$ cat config.mk
export PLATFORM = sky130hd
export DESIGN_NAME = mem_port_arbiter_flat
export DESIGN_NICKNAME = d
export VERILOG_FILES = /design/src/rtl/mem_port_arbiter_if.sv /design/src/rtl/mem_port_arbiter.sv /design/src/flat_wrapper.sv
export SDC_FILE = /design/constraint.sdc
export NUM_CORES = 1
export LEC_CHECK = 0
export ABC_AREA = 1
export BUFFER_PORTS_ARGS = -buffer_cell sky130_fd_sc_hd__buf_2
export CAP_MARGIN = 20
export CORE_MARGIN = 2
export CORE_UTILIZATION = 30
export CTS_CLUSTER_DIAMETER = 40
export DETAILED_ROUTE_END_ITERATION = 12
export GPL_TIMING_DRIVEN = 0
export PLACE_DENSITY = 0.66
export SYNTH_ARGS = -nofsm -noshare
export SYNTH_HDL_FRONTEND = slang
export SYNTH_SLANG_ARGS = --single-unit
$ cat constraint.sdc
create_clock -name clk -period 5.25 [get_ports clk]
set_input_delay 0.2625 -clock clk [delete_from_list [all_inputs] [get_ports clk]]
set_output_delay 0.2625 -clock clk [all_outputs]
set_load 0.01 [all_outputs]
$ cat src/rtl/mem_port_arbiter_if.sv
// Request/response bundle between the fetch/LSU requesters, the arbiter and the memory unit.
interface mem_port_arbiter_if #(
  parameter int ADDR_W = 10,
  parameter int DATA_W = 32
);
  logic              p0_req;
  logic [ADDR_W-1:0] p0_addr;
  logic              p0_gnt;
  logic              p0_rvalid;
  logic [DATA_W-1:0] p0_rdata;
  logic              p1_req;
  logic              p1_we;
  logic [ADDR_W-1:0] p1_addr;
  logic [DATA_W-1:0] p1_wdata;
  logic              p1_gnt;
  logic              p1_rvalid;
  logic [DATA_W-1:0] p1_rdata;
  logic [ADDR_W-1:0] mem_addr;
  logic [DATA_W-1:0] mem_wdata;
  logic              mem_we;
  logic [DATA_W-1:0] mem_rdata;
  logic              busy;

  modport slave (
    input  p0_req, p0_addr, p1_req, p1_we, p1_addr, p1_wdata, mem_rdata,
    output p0_gnt, p0_rvalid, p0_rdata, p1_gnt, p1_rvalid, p1_rdata,
           mem_addr, mem_wdata, mem_we, busy
  );

  modport master (
    output p0_req, p0_addr, p1_req, p1_we, p1_addr, p1_wdata, mem_rdata,
    input  p0_gnt, p0_rvalid, p0_rdata, p1_gnt, p1_rvalid, p1_rdata,
           mem_addr, mem_wdata, mem_we, busy
  );
endinterface

$ cat src/rtl/mem_port_arbiter.sv
// Two-port arbiter for the single-port memory unit: fetch (read-only) and load/store.
// Each access runs IDLE -> ISSUE -> [WAIT -> RESP] with a starvation guard for fetch.
module mem_port_arbiter #(
  parameter int ADDR_W     = 10,
  parameter int DATA_W     = 32,
  parameter int READ_LAT   = 1,
  parameter int STARVE_MAX = 4
) (
  input  logic             clk,
  input  logic             rst,
  mem_port_arbiter_if.slave bus
);
  localparam int LW = $clog2(READ_LAT + 1);
  localparam int SW = $clog2(STARVE_MAX + 1);
  localparam logic [LW-1:0] LAT_INIT   = LW'(READ_LAT);
  localparam logic [SW-1:0] STARVE_LIM = SW'(STARVE_MAX);

  typedef enum logic [1:0] {S_IDLE, S_ISSUE, S_WAIT, S_RESP} state_e;

  state_e            state_q, state_d;
  logic [LW-1:0]     lat_q, lat_d;
  logic [SW-1:0]     starve_q, starve_d;
  logic              owner_q, owner_d;
  logic              we_q, we_d;
  logic [ADDR_W-1:0] mem_addr_q, mem_addr_d;
  logic [DATA_W-1:0] mem_wdata_q, mem_wdata_d;
  logic              mem_we_q, mem_we_d;
  logic [DATA_W-1:0] p0_rdata_q, p0_rdata_d;
  logic [DATA_W-1:0] p1_rdata_q, p1_rdata_d;
  logic              p0_rvalid_q, p0_rvalid_d;
  logic              p1_rvalid_q, p1_rvalid_d;

  logic idle, p0_gnt, p1_gnt;

  // Load/store wins ties unless fetch has waited STARVE_MAX idle cycles.
  assign idle   = (state_q == S_IDLE);
  assign p0_gnt = idle & ~rst & bus.p0_req & (~bus.p1_req | (starve_q == STARVE_LIM));
  assign p1_gnt = idle & ~rst & bus.p1_req & ~p0_gnt;

  always_comb begin
    state_d     = state_q;
    lat_d       = lat_q;
    owner_d     = owner_q;
    we_d        = we_q;
    mem_addr_d  = mem_addr_q;
    mem_wdata_d = mem_wdata_q;
    mem_we_d    = 1'b0;
    p0_rdata_d  = p0_rdata_q;
    p1_rdata_d  = p1_rdata_q;
    p0_rvalid_d = 1'b0;
    p1_rvalid_d = 1'b0;

    unique case (state_q)
      S_IDLE: begin
        if (p0_gnt) begin
          mem_addr_d = bus.p0_addr;
          owner_d    = 1'b0;
          we_d       = 1'b0;
          state_d    = S_ISSUE;
        end else if (p1_gnt) begin
          mem_addr_d  = bus.p1_addr;
          mem_wdata_d = bus.p1_wdata;
          mem_we_d    = bus.p1_we;
          owner_d     = 1'b1;
          we_d        = bus.p1_we;
          state_d     = S_ISSUE;
        end
      end
      S_ISSUE: begin
        if (we_q) begin
          state_d = S_IDLE;
        end else begin
          lat_d   = LAT_INIT;
          state_d = S_WAIT;
        end
      end
      S_WAIT: begin
        lat_d = lat_q - LW'(1);
        if (lat_q == LW'(1)) begin
          if (owner_q) begin
            p1_rdata_d  = bus.mem_rdata;
            p1_rvalid_d = 1'b1;
          end else begin
            p0_rdata_d  = bus.mem_rdata;
            p0_rvalid_d = 1'b1;
          end
          state_d = S_RESP;
        end
      end
      S_RESP:  state_d = S_IDLE;
      default: state_d = S_IDLE;
    endcase
  end

  always_comb begin
    starve_d = starve_q;
    if (p0_gnt || !bus.p0_req) begin
      starve_d = '0;
    end else if (idle && starve_q != STARVE_LIM) begin
      starve_d = starve_q + SW'(1);
    end
  end

  always_ff @(posedge clk or posedge rst) begin
    if (rst) begin
      state_q     <= S_IDLE;
      lat_q       <= '0;
      starve_q    <= '0;
      owner_q     <= 1'b0;
      we_q        <= 1'b0;
      mem_addr_q  <= '0;
      mem_wdata_q <= '0;
      mem_we_q    <= 1'b0;
      p0_rdata_q  <= '0;
      p1_rdata_q  <= '0;
      p0_rvalid_q <= 1'b0;
      p1_rvalid_q <= 1'b0;
    end else begin
      state_q     <= state_d;
      lat_q       <= lat_d;
      starve_q    <= starve_d;
      owner_q     <= owner_d;
      we_q        <= we_d;
      mem_addr_q  <= mem_addr_d;
      mem_wdata_q <= mem_wdata_d;
      mem_we_q    <= mem_we_d;
      p0_rdata_q  <= p0_rdata_d;
      p1_rdata_q  <= p1_rdata_d;
      p0_rvalid_q <= p0_rvalid_d;
      p1_rvalid_q <= p1_rvalid_d;
    end
  end

  assign bus.p0_gnt    = p0_gnt;
  assign bus.p1_gnt    = p1_gnt;
  assign bus.p0_rvalid = p0_rvalid_q;
  assign bus.p1_rvalid = p1_rvalid_q;
  assign bus.p0_rdata  = p0_rdata_q;
  assign bus.p1_rdata  = p1_rdata_q;
  assign bus.mem_addr  = mem_addr_q;
  assign bus.mem_wdata = mem_wdata_q;
  assign bus.mem_we    = mem_we_q;
  assign bus.busy      = (state_q != S_IDLE);
endmodule

$ cat src/flat_wrapper.sv
// flat-port wrapper written by rule: the top's interface ports become plain ports
module mem_port_arbiter_flat 
#(
  parameter int ADDR_W     = 10,
  parameter int DATA_W     = 32,
  parameter int READ_LAT   = 1,
  parameter int STARVE_MAX = 4
)
  (clk, rst, bus_p0_req, bus_p0_addr, bus_p1_req, bus_p1_we, bus_p1_addr, bus_p1_wdata, bus_mem_rdata, bus_p0_gnt, bus_p0_rvalid, bus_p0_rdata, bus_p1_gnt, bus_p1_rvalid, bus_p1_rdata, bus_mem_addr, bus_mem_wdata, bus_mem_we, bus_busy);
  mem_port_arbiter_if #(.ADDR_W(ADDR_W), .DATA_W(DATA_W)) bus_i ();
  input  logic clk;
  input  logic rst;
  input wire logic [$bits(bus_i.p0_req)-1:0] bus_p0_req;
  input wire logic [$bits(bus_i.p0_addr)-1:0] bus_p0_addr;
  input wire logic [$bits(bus_i.p1_req)-1:0] bus_p1_req;
  input wire logic [$bits(bus_i.p1_we)-1:0] bus_p1_we;
  input wire logic [$bits(bus_i.p1_addr)-1:0] bus_p1_addr;
  input wire logic [$bits(bus_i.p1_wdata)-1:0] bus_p1_wdata;
  input wire logic [$bits(bus_i.mem_rdata)-1:0] bus_mem_rdata;
  output wire logic [$bits(bus_i.p0_gnt)-1:0] bus_p0_gnt;
  output wire logic [$bits(bus_i.p0_rvalid)-1:0] bus_p0_rvalid;
  output wire logic [$bits(bus_i.p0_rdata)-1:0] bus_p0_rdata;
  output wire logic [$bits(bus_i.p1_gnt)-1:0] bus_p1_gnt;
  output wire logic [$bits(bus_i.p1_rvalid)-1:0] bus_p1_rvalid;
  output wire logic [$bits(bus_i.p1_rdata)-1:0] bus_p1_rdata;
  output wire logic [$bits(bus_i.mem_addr)-1:0] bus_mem_addr;
  output wire logic [$bits(bus_i.mem_wdata)-1:0] bus_mem_wdata;
  output wire logic [$bits(bus_i.mem_we)-1:0] bus_mem_we;
  output wire logic [$bits(bus_i.busy)-1:0] bus_busy;
  assign bus_i.p0_req = bus_p0_req;
  assign bus_i.p0_addr = bus_p0_addr;
  assign bus_i.p1_req = bus_p1_req;
  assign bus_i.p1_we = bus_p1_we;
  assign bus_i.p1_addr = bus_p1_addr;
  assign bus_i.p1_wdata = bus_p1_wdata;
  assign bus_i.mem_rdata = bus_mem_rdata;
  assign bus_p0_gnt = bus_i.p0_gnt;
  assign bus_p0_rvalid = bus_i.p0_rvalid;
  assign bus_p0_rdata = bus_i.p0_rdata;
  assign bus_p1_gnt = bus_i.p1_gnt;
  assign bus_p1_rvalid = bus_i.p1_rvalid;
  assign bus_p1_rdata = bus_i.p1_rdata;
  assign bus_mem_addr = bus_i.mem_addr;
  assign bus_mem_wdata = bus_i.mem_wdata;
  assign bus_mem_we = bus_i.mem_we;
  assign bus_busy = bus_i.busy;
  mem_port_arbiter #(.ADDR_W(ADDR_W), .DATA_W(DATA_W), .READ_LAT(READ_LAT), .STARVE_MAX(STARVE_MAX)) u_core (.clk(clk), .rst(rst), .bus(bus_i));
endmodule
Word-level counts from Yosys, hierarchy flattened
Index checks and enable logic that the tools add are counted.
W data, S select, Z words.
{"block": "word_totals", "register_bits": 117, "latch_bits": 0, "ramBits": 0, "romBits": 0, "in_bits": 89, "output_inout_bits": 112, "elab_cells": 70, "mem_count": 0}
{"block": "op_classes", "addsub": 2, "multipliers": 0, "div": 0, "n_lt_le_gt_ge": 0, "n_eq_ne": 8, "shift": 0, "n_mux": 24, "n_bitwise": 10, "reduce_logical": 14}
{"cell": "$mux W10", "n": 2}
{"cell": "$mux W1", "n": 14}
{"cell": "$reduce_and A3 Y1", "n": 3}
{"cell": "$mux W2", "n": 4}
{"cell": "$pmux W2 S4", "n": 1}
{"cell": "$reduce_bool A2 Y1", "n": 4}
{"cell": "$mux W3", "n": 2}
{"cell": "$ne A3 B3 Y1 const B", "n": 2}
{"cell": "$reduce_and A2 Y1", "n": 3}
{"cell": "$and A1 B1 Y1", "n": 5}
{"cell": "$eq A2 B2 Y1 const B", "n": 2}
{"cell": "$not A1 Y1", "n": 4}
{"cell": "$add A3 B1 Y3 const B", "n": 1}
{"cell": "$eq A3 B3 Y1 const B", "n": 1}
{"cell": "$eq A2 B1 Y1 const B", "n": 1}
{"cell": "$logic_not A2 Y1", "n": 1}
{"cell": "$ne A2 B1 Y1 const B", "n": 1}
{"cell": "$ne A2 B2 Y1 const B", "n": 1}
{"cell": "$pmux W1 S2", "n": 1}
{"cell": "$logic_and A1 B1 Y1", "n": 1}
{"cell": "$logic_not A1 Y1", "n": 1}
{"cell": "$logic_or A1 B1 Y1", "n": 1}
{"cell": "$or A1 B1 Y1", "n": 1}
{"cell": "$sub A1 B1 Y1 const B", "n": 1}

Longest topological paths before layout
Gate-level depths: netlist (run 1).
{"block": "depth", "word_depth": 9, "mapped_depth": 10, "depth_no_buf": 9}

Worst setup path before layout (run 1)
No wires, ideal clock.
{"block": "synth_path", "path_type": "input to output", "start": "in rst", "end": "out bus_p1_gnt", "arrival_ps": 3715, "required_ps": 4988, "path_slack_ps": 1272, "path_stages": 5, "n_path_buf": 1, "path_cell_list": "inv_1 nand4_1 nand2_2 buf_2 inv_1"}
{"block": "synth_via", "elab_chain_len": 6, "elab_cells_between_ends": 7, "classes_between": "7 x bitwise"}
{"element": "start: declaration", "line": "flat_wrapper.sv:12", "source": "input logic rst;"}
{"element": "$not A1 Y1 *", "line": "mem_port_arbiter.sv:37, mem_port_arbiter.sv:38"}
{"element": "$and A1 B1 Y1 *", "line": "mem_port_arbiter.sv:37, mem_port_arbiter.sv:38"}
{"element": "$and A1 B1 Y1 (2 in a row)", "line": "mem_port_arbiter.sv:37", "source": "assign p0_gnt = idle & ~rst & bus.p0_req & (~bus.p1_req | (starve_q == STARVE_LIM));"}
{"element": "$not A1 Y1 (no source line)"}
{"element": "$and A1 B1 Y1 *", "line": "mem_port_arbiter.sv:38", "source": "assign p1_gnt = idle & ~rst & bus.p1_req & ~p0_gnt;"}
{"element": "end: declaration", "line": "flat_wrapper.sv:23", "source": "output wire logic [$bits(bus_i.p1_gnt)-1:0] bus_p1_gnt;"}
Mark *: on every way between the ends. The rest lies on a longest branch, timed or not.

Final worst setup path (run 1)
Ends and elaborated chain as after synthesis.

==> results by group, run 1 <==
Run status
  • Status: complete, no violations

Setup path
  • CP Launch Type: primary input
  • CP arrival: 2.39 ns
  • R2r setup slk: 3.52 ns
  • Crit-path max FO: 88
  • Setup crit end kind: output pin
  • Crit-path cells: dlygate4sd3_1, buf_2, inv_6, buf_16, nand4_1, nand2_2, buf_2, inv_1, buf_2
  • Worst stage delay on the critical path: 0.53 ns
  • Critical Path Most Common Cell: buf_2
  • Critical Path Slowest Stage Cell: dlygate4sd3_1
  • WP data required: 4.99 ns
  • Crit Path Category: primary input to output pin

Final layout
  • Final instance count without filler cells: 968
  • # diodes: 0
  • Layout cells sized above 1: 0.352
  • Area Overhead vs Synth: 39.8%
  • Final Net Count: 830

Yosys
  • Post-synth EDFFs: 0
  • Ys flop type: dfrtp_1
  • Post-synthesis async set-or-reset flop share: 1.00
  • Post-Syn Area: 4760 um2
  • Mapped Nets: 609
  • Area leader, netlist: dfrtp_1
  • Post-synth cell types: 22
  • Syn Area/Cell: 9.20 um2
  • Synth top area share: 0.615
  • Synth top cells by count: 148 x nand2_1, 117 x dfrtp_1, 98 x inv_1
  • Cells after synthesis: 518
  • Seq cells post-synth: 117
  • Most frequent cell after synthesis: nand2_1
  • Syn. warnings: 0
  • Synth top area cells: dfrtp_1 61%, nand2_1 12%, inv_1 7.7%
  • Seq/Total Area, Yosys: 0.615

Drt
  • Drt via density: 4.14
  • Detail Route Antenna Nets: 0
  • Drt drc: 0
  • Drt pass-1 iters: 4
  • Initial DRC Count: 228
  • WL per Instance: 12.6 um
  • Via Count: 4006
  • Routed WL: 12.2 mm

GRT
  • Initial antenna violation count: 1
  • Number of global-route vias before repair: 3814
  • First-pass GRT wire length: 19.1 mm
  • Largest net degree at the start of global routing: 89
  • Gr usage total: 0.145
  • Gr ovfl total: 0

Timing
  • Hold Fails Final Rpt: 0
  • Hold Worst Slack: 0.0966 ns
  • Slew Limit Fails: 0
  • Slew Limit Headroom: 0.688
  • Post-layout min period: 2.65 ns
  • RSZ-0062 raised after global routing: no
  • Worst slew pin tran: 0.468 ns
  • Final worst-path cycle share: 0.505
  • Final setup violation count: 0
  • Peak Freq: 377 MHz
  • Clock Skews: 0.00832 ns

CTS
  • TritonCTS clock tree: done
  • Post_cts resized: 0
  • Reg clk slew, reported paths: 0.05 ns
  • CTS Sinks: 117
  • H-tree Lvls: 4
  • CTS Buf Count: 17
  • CTS Buffer Depth: 2
  • Clock latency on the worst-skew pair: 0.40 ns
  • Clock root buffer: clkbuf_16

Die
  • Die area: 16900 um2
  • # IOs: 201
  • Initial Util: 0.303
  • Die extent in y: 130 um
  • Core area: 15700 um2
  • Chip Width: 130 um
  • Rows: 46

Pwr
  • Peak VDD IR: 0.210 mV
  • P per Cell Area: 626 nW/um2
  • Leakage power: 0.00381 uW

Place
  • DP Wirelength: 8.72 mm
  • Port bufs: 200
  • GP Congestion: 0.748
  • Inst Count DP: 935

Flow run
  • Max cap viols: 0

Hold path
  • Worst Hold Class: primary input to register
-- path summary, 6_finish.rpt --
| check | start | end | cells past startpoint |
|---|---|---|---|
| setup reg to reg | u_core.starve_q[0]$_DFFE_PP0P_ | u_core.bus.mem_wdata[19]$_DFFE_PP0P_ | 8 |
| setup / recovery | rst | bus_p1_gnt | 9 |
| hold reg to reg | u_core.bus.mem_addr[2]$_DFFE_PP0P_ | u_core.bus.mem_addr[2]$_DFFE_PP0P_ | 2 |
| hold / removal | bus_p1_wdata[5] | u_core.bus.mem_wdata[5]$_DFFE_PP0P_ | 3 |
| min in group asynchronous | rst | u_core.bus.mem_wdata[1]$_DFFE_PP0P_ | 3 |
| max in group asynchronous | rst | u_core.bus.p0_rdata[12]$_DFFE_PP0P_ | 4 |
-- registers in the layout (all words and copies together), names as in the netlist, named ones only --
register / count
u_core.bus.mem_wdata: 32
u_core.bus.mem_we: 1
u_core.owner_q: 1
u_core.lat_q: 1
u_core.state_q: 1
u_core.bus.p1_rvalid: 1
u_core.starve_q: 3
u_core.bus.mem_addr: 10
u_core.bus.p1_rdata: 32
u_core.we_q: 1
u_core.bus.p0_rdata: 32
u_core.bus.p0_rvalid: 1
-- timing repair --
action / 4_1_cts / 5_1_grt
hold buffers: 1 / 0
setup buffers: 0 / 0
endpoints found under the setup margin: 0 / 0
hold endpoints to repair: 32 / 0
-- layer usage --
| metal | GRT usage | part of all wire | vias up |
|---|---|---|---|
| met1 | 0.187 | 0.46 | 1830 |
| li1 | - | - | 2027 |
| met3 | 0.0537 | 0.069 | 11 |
| met2 | 0.230 | 0.46 | 136 |
| met5 | 0 | 0.00058 | - |
| met4 | 0.0436 | 0.0097 | 2 |
-- power breakdown --
group	switching [uW]	total (uW)	internal, uW
clock	405	1140	735
combinational	852	1470	614
sequential	221	1560	1340
total	1480	4160	2690
-- layout by cell type (no fill, tap or decap), types with 3 or more instances in the layout --
master     instances
buf_2            205
buf_6             12
clkbuf_1          10
clkbuf_16         17
clkbuf_8           3
clkinv_2           3
dfrtp_1          117
inv_1             97
nand2_1          148
nor2_1             7
o21ai_0           52
o21ai_1           47
o21ai_2           10
-- final cells by class --
cell class | instances | area [um2]
plain buffers | 25 | 198
clock buffers | 24 | 482
clock inverters | 8 | 98.8
fillers | 1600 | 9050
inverters | 98 | 373
multi-input cells | 278 | 1270
flip-flops and latches | 117 | 2930
well taps | 216 | 270
repair buffers | 202 | 1040
-- cells by family (layout without fill, tap and decap cells) --
| kind of cell | after synthesis | count (layout) | share of synthesized area |
|---|---|---|---|
| adders and majority gates | 2 | 2 | 0.00525 |
| and+or+nand+nor | 164 | 164 | 0.135 |
| DFF | 117 | 117 | 0.615 |
| AOI/OAI and AO/OA | 112 | 112 | 0.126 |
| buffers and inverters | 123 | 357 | 0.119 |
-- through the flow --
step | setup WS, ns | utilization | power, uW | instance area (um2) | TNS, ns
after floorplan | 1.27 | - | 2400 | 4760 | 0
after global placement | -0.268 | 0.384 | 3030 | 6030 | -4.14
after detailed placement | 3.01 | 0.386 | 3070 | 6070 | 0
after CTS | 2.46 | 0.424 | 4230 | 6660 | 0
after global routing | 2.30 | 0.424 | 4510 | 6660 | 0
final | 2.60 | 0.424 | 4160 | 6660 | 0
-- critical path, delay by kind of cell --
family,cells,cell delay [ns]
buffers and inverters,7,1.76
and+or+nand+nor,2,0.37
(Power assumes the default switching activity.)
==> inputs of run 2 (changes only) <==
clock period = 2.5 ns   (was 5.25 ns; I/O delays follow)
==> run 2 against run 1 <==
Non-clock buffer count is 73 higher. Global-route usage is 2.0 points higher. Worst setup slack worse by 2.2 ns. Largest cell class unchanged.
==> results by group, run 2 (synthesis results as in run 1) <==
Run status
  • Status: complete, no violations

Final layout
  • Utilization after layout: 0.472 (+0.0486)
  • Most frequent cells in the layout: 203 x buf_2, 148 x nand2_1, 117 x dfrtp_1
  • Layout cells sized above 1: 0.327 (-0.0255)
  • Final Net Count: 903 (+8.8%)
  • # diodes: 0 (unchanged)
  • Area Overhead vs Synth: 55.8%
  • Commonest non-fill, non-tap cell in the layout: buf_2
  • # fillers: 1521 (-4.9%)
  • Final instance count without filler cells: 1039 (+7.3%)

Pwr
  • Net Switching: 3160 uW (+110%)
  • Leakage power: 0.00413 uW (+8.5%)
  • Power Total: 8960 uW (+120%)
  • Peak VDD IR: 0.476 mV (+130%)
  • P per Cell Area: 1210 nW/um2 (+93%)
  • Switching Fraction: 0.352 (-0.00295)
  • P_int: 5810 uW (+120%)
  • Clock power frac: 0.275 (about the same)
  • Sequential share of power: 0.368 (-0.006)
  • Combinational share of power: 0.357 (+0.005)

Setup path
  • Crit-path cells: inv_1, ha_1, nand2_1, nand2_1, nand4_1, nand2_2, buf_2, inv_1, buf_2
  • Critical Path Slowest Stage Cell: dfrtp_1
  • Crit-path max FO: 10 (-89%)
  • WP data required: 2.38 ns (-2.61 ns)
  • Worst reg2reg path endpoint: u_core.bus.mem_wdata[23]$_DFFE_PP0P_
  • Crit Path Category: register to output pin
  • Setup crit end kind: output pin
  • Worst Reg2Reg Path Length in Cells: 8 (unchanged)
  • CP arrival: 2.00 ns (-0.39 ns)
  • CP Launch Type: register
  • R2r setup slk: 0.73 ns (-2.79 ns)
  • Reg2Reg Launch Point: u_core.starve_q[0]$_DFFE_PP0P_
  • Worst stage delay on the critical path: 0.39 ns (-0.14 ns)

Die
  • Initial Util: 0.303 (unchanged)
  • Die area: 16900 um2 (unchanged)
  • Core area: 15700 um2 (unchanged)
  • Die extent in y: 130 um (unchanged)
  • Chip Width: 130 um (unchanged)
  • # IOs: 201 (unchanged)
  • Rows: 46 (unchanged)

CTS
  • TritonCTS clock tree: done
  • # hold bufs at CTS: 71 (+70)
  • CTS Buf Count: 17 (unchanged)
  • Clock root buffer: clkbuf_16
  • Reg clk slew, reported paths: 0.05 ns (about the same)
  • Post_cts resized: 0 (unchanged)
  • CTS Buffer Depth: 2 (unchanged)
  • Clock latency on the worst-skew pair: 0.41 ns (about the same)
  • # Post-CTS Setup Buffers: 0 (unchanged)
  • CTS Sinks: 117 (unchanged)
  • H-tree Lvls: 4 (unchanged)

Place
  • Port bufs: 200 (unchanged)
  • Dpl ws: 0.702 ns (-2.30 ns)
  • Inst Count DP: 937 (+0.21%)
  • DP Wirelength: 8.98 mm (+2.9%)
  • GP Congestion: 0.760 (+1.7%)

GRT
  • Largest net degree at the start of global routing: 43 (-52%)
  • Gr ovfl total: 0 (unchanged)
  • Initial antenna violation count: 0 (-1)
  • Gr usage total: 0.165 (+0.0196)
  • First-pass GRT wire length: 21.6 mm (+13%)
  • Number of global-route vias before repair: 4517 (+18%)

Timing
  • Clock Skews: 0.0106 ns (+0.00228 ns)
  • Slew Limit Fails: 0 (unchanged)
  • Final worst slack: 0.371 ns (-2.23 ns)
  • Hold Fails Final Rpt: 0 (unchanged)
  • Worst slew pin tran: 0.483 ns (+0.0151 ns)
  • Final worst-path cycle share: 0.851
  • Peak Freq: 470 MHz
  • RSZ-0062 raised after global routing: no
  • Post-layout min period: 2.13 ns
  • Final setup violation count: 0 (unchanged)
  • Slew Limit Headroom: 0.678 (-0.0101)
  • Final TNS setup: 0 ns (unchanged)

Flow run
  • Max cap viols: 0 (unchanged)

Hold path
  • WHS Path Cells: 3 (unchanged)
  • Worst Hold Class: primary input to register
  • Hold path start: bus_mem_rdata[5]
  • Worst hold path endpoint: u_core.bus.p1_rdata[5]$_DFFE_PP0P_

Drt
  • WL met2: 6.68 mm (+19%)
  • Max Used Layer: met4
  • Detail Route Antenna Nets: 0 (unchanged)
  • Drt via density: 4.23 (+2.3%)
  • Drt pass-1 iters: 4 (unchanged)
  • Drt drc: 0 (unchanged)
  • Via Count: 4397 (+9.8%)
  • Initial DRC Count: 181 (-21%)
  • Routed WL: 13.6 mm (+12%)
  • Metal3 WL: 1.00 mm (+19%)
  • Met1 WL: 5.80 mm (+4.1%)
  • WL per Instance: 13.1 um (+4.5%)
==> run 2: cell type report <==
class / count / area (um2) / share of cell area
Sequential cell: 117 / 2930 / 0.395
Timing Repair Buffer: 275 / 1780 / 0.240
Multi-Input combinational cell: 278 / 1270 / 0.171
Clock buffer: 20 / 467 / 0.0629
Inverter: 98 / 372 / 0.0501
Tap cell: 216 / 270 / 0.0364
Buffer: 25 / 203 / 0.0273
Clock inverter: 10 / 130 / 0.0175
==> run 2: metrics by stage <==
step                area, um2  hold WS, ns
floorplan                4770        0.258
global placement         6040        0.366
detailed placement       6100       0.0262
CTS                      7410      0.00104
global route             7420       0.0164
finish                   7420       0.0114
==> run 2: how the worst max path moves through the flow <==
stage,slack (ns),from,endpoint
2_1_floorplan,-0.36,rst,u_core.bus.mem_wdata[0]$_DFFE_PP0P_
3_3_place_gp,-1.65,rst,u_core.bus.mem_wdata[23]$_DFFE_PP0P_
3_5_place_dp,0.70,u_core.starve_q[0]$_DFFE_PP0P_,u_core.bus.mem_wdata[9]$_DFFE_PP0P_
4_1_cts,0.36,u_core.starve_q[0]$_DFFE_PP0P_,bus_p1_gnt
5_1_grt,0.15,u_core.starve_q[0]$_DFFE_PP0P_,bus_p1_gnt
6_report,0.37,u_core.starve_q[0]$_DFFE_PP0P_,bus_p1_gnt
==> run 2: power by group through the flow <==
stage,combinational [uW],sequential (uW),clock (uW)
after detailed placement,3160,3300,0
final,3200,3300,2460
after CTS,3240,3290,2520
after floorplan,1370,3690,0
after global routing,3630,3400,2610
after global placement,3090,3280,0
==> run 2: routing by layer <==
| metal | vias to the layer above | GRT usage |
|---|---|---|
| li1 | 2168 | - |
| met2 | 157 | 0.283 |
| met5 | - | 0 |
| met3 | 15 | 0.0615 |
| met4 | 0 | 0.0519 |
| met1 | 2057 | 0.193 |
==> run 2: critical path, delay by kind of cell, from the launching register on <==
family                     cells  cell delay (ns)
adders and majority gates      1             0.14
and+or+nand+nor                4             0.50
DFF                            1             0.39
buffers and inverters          4             0.57
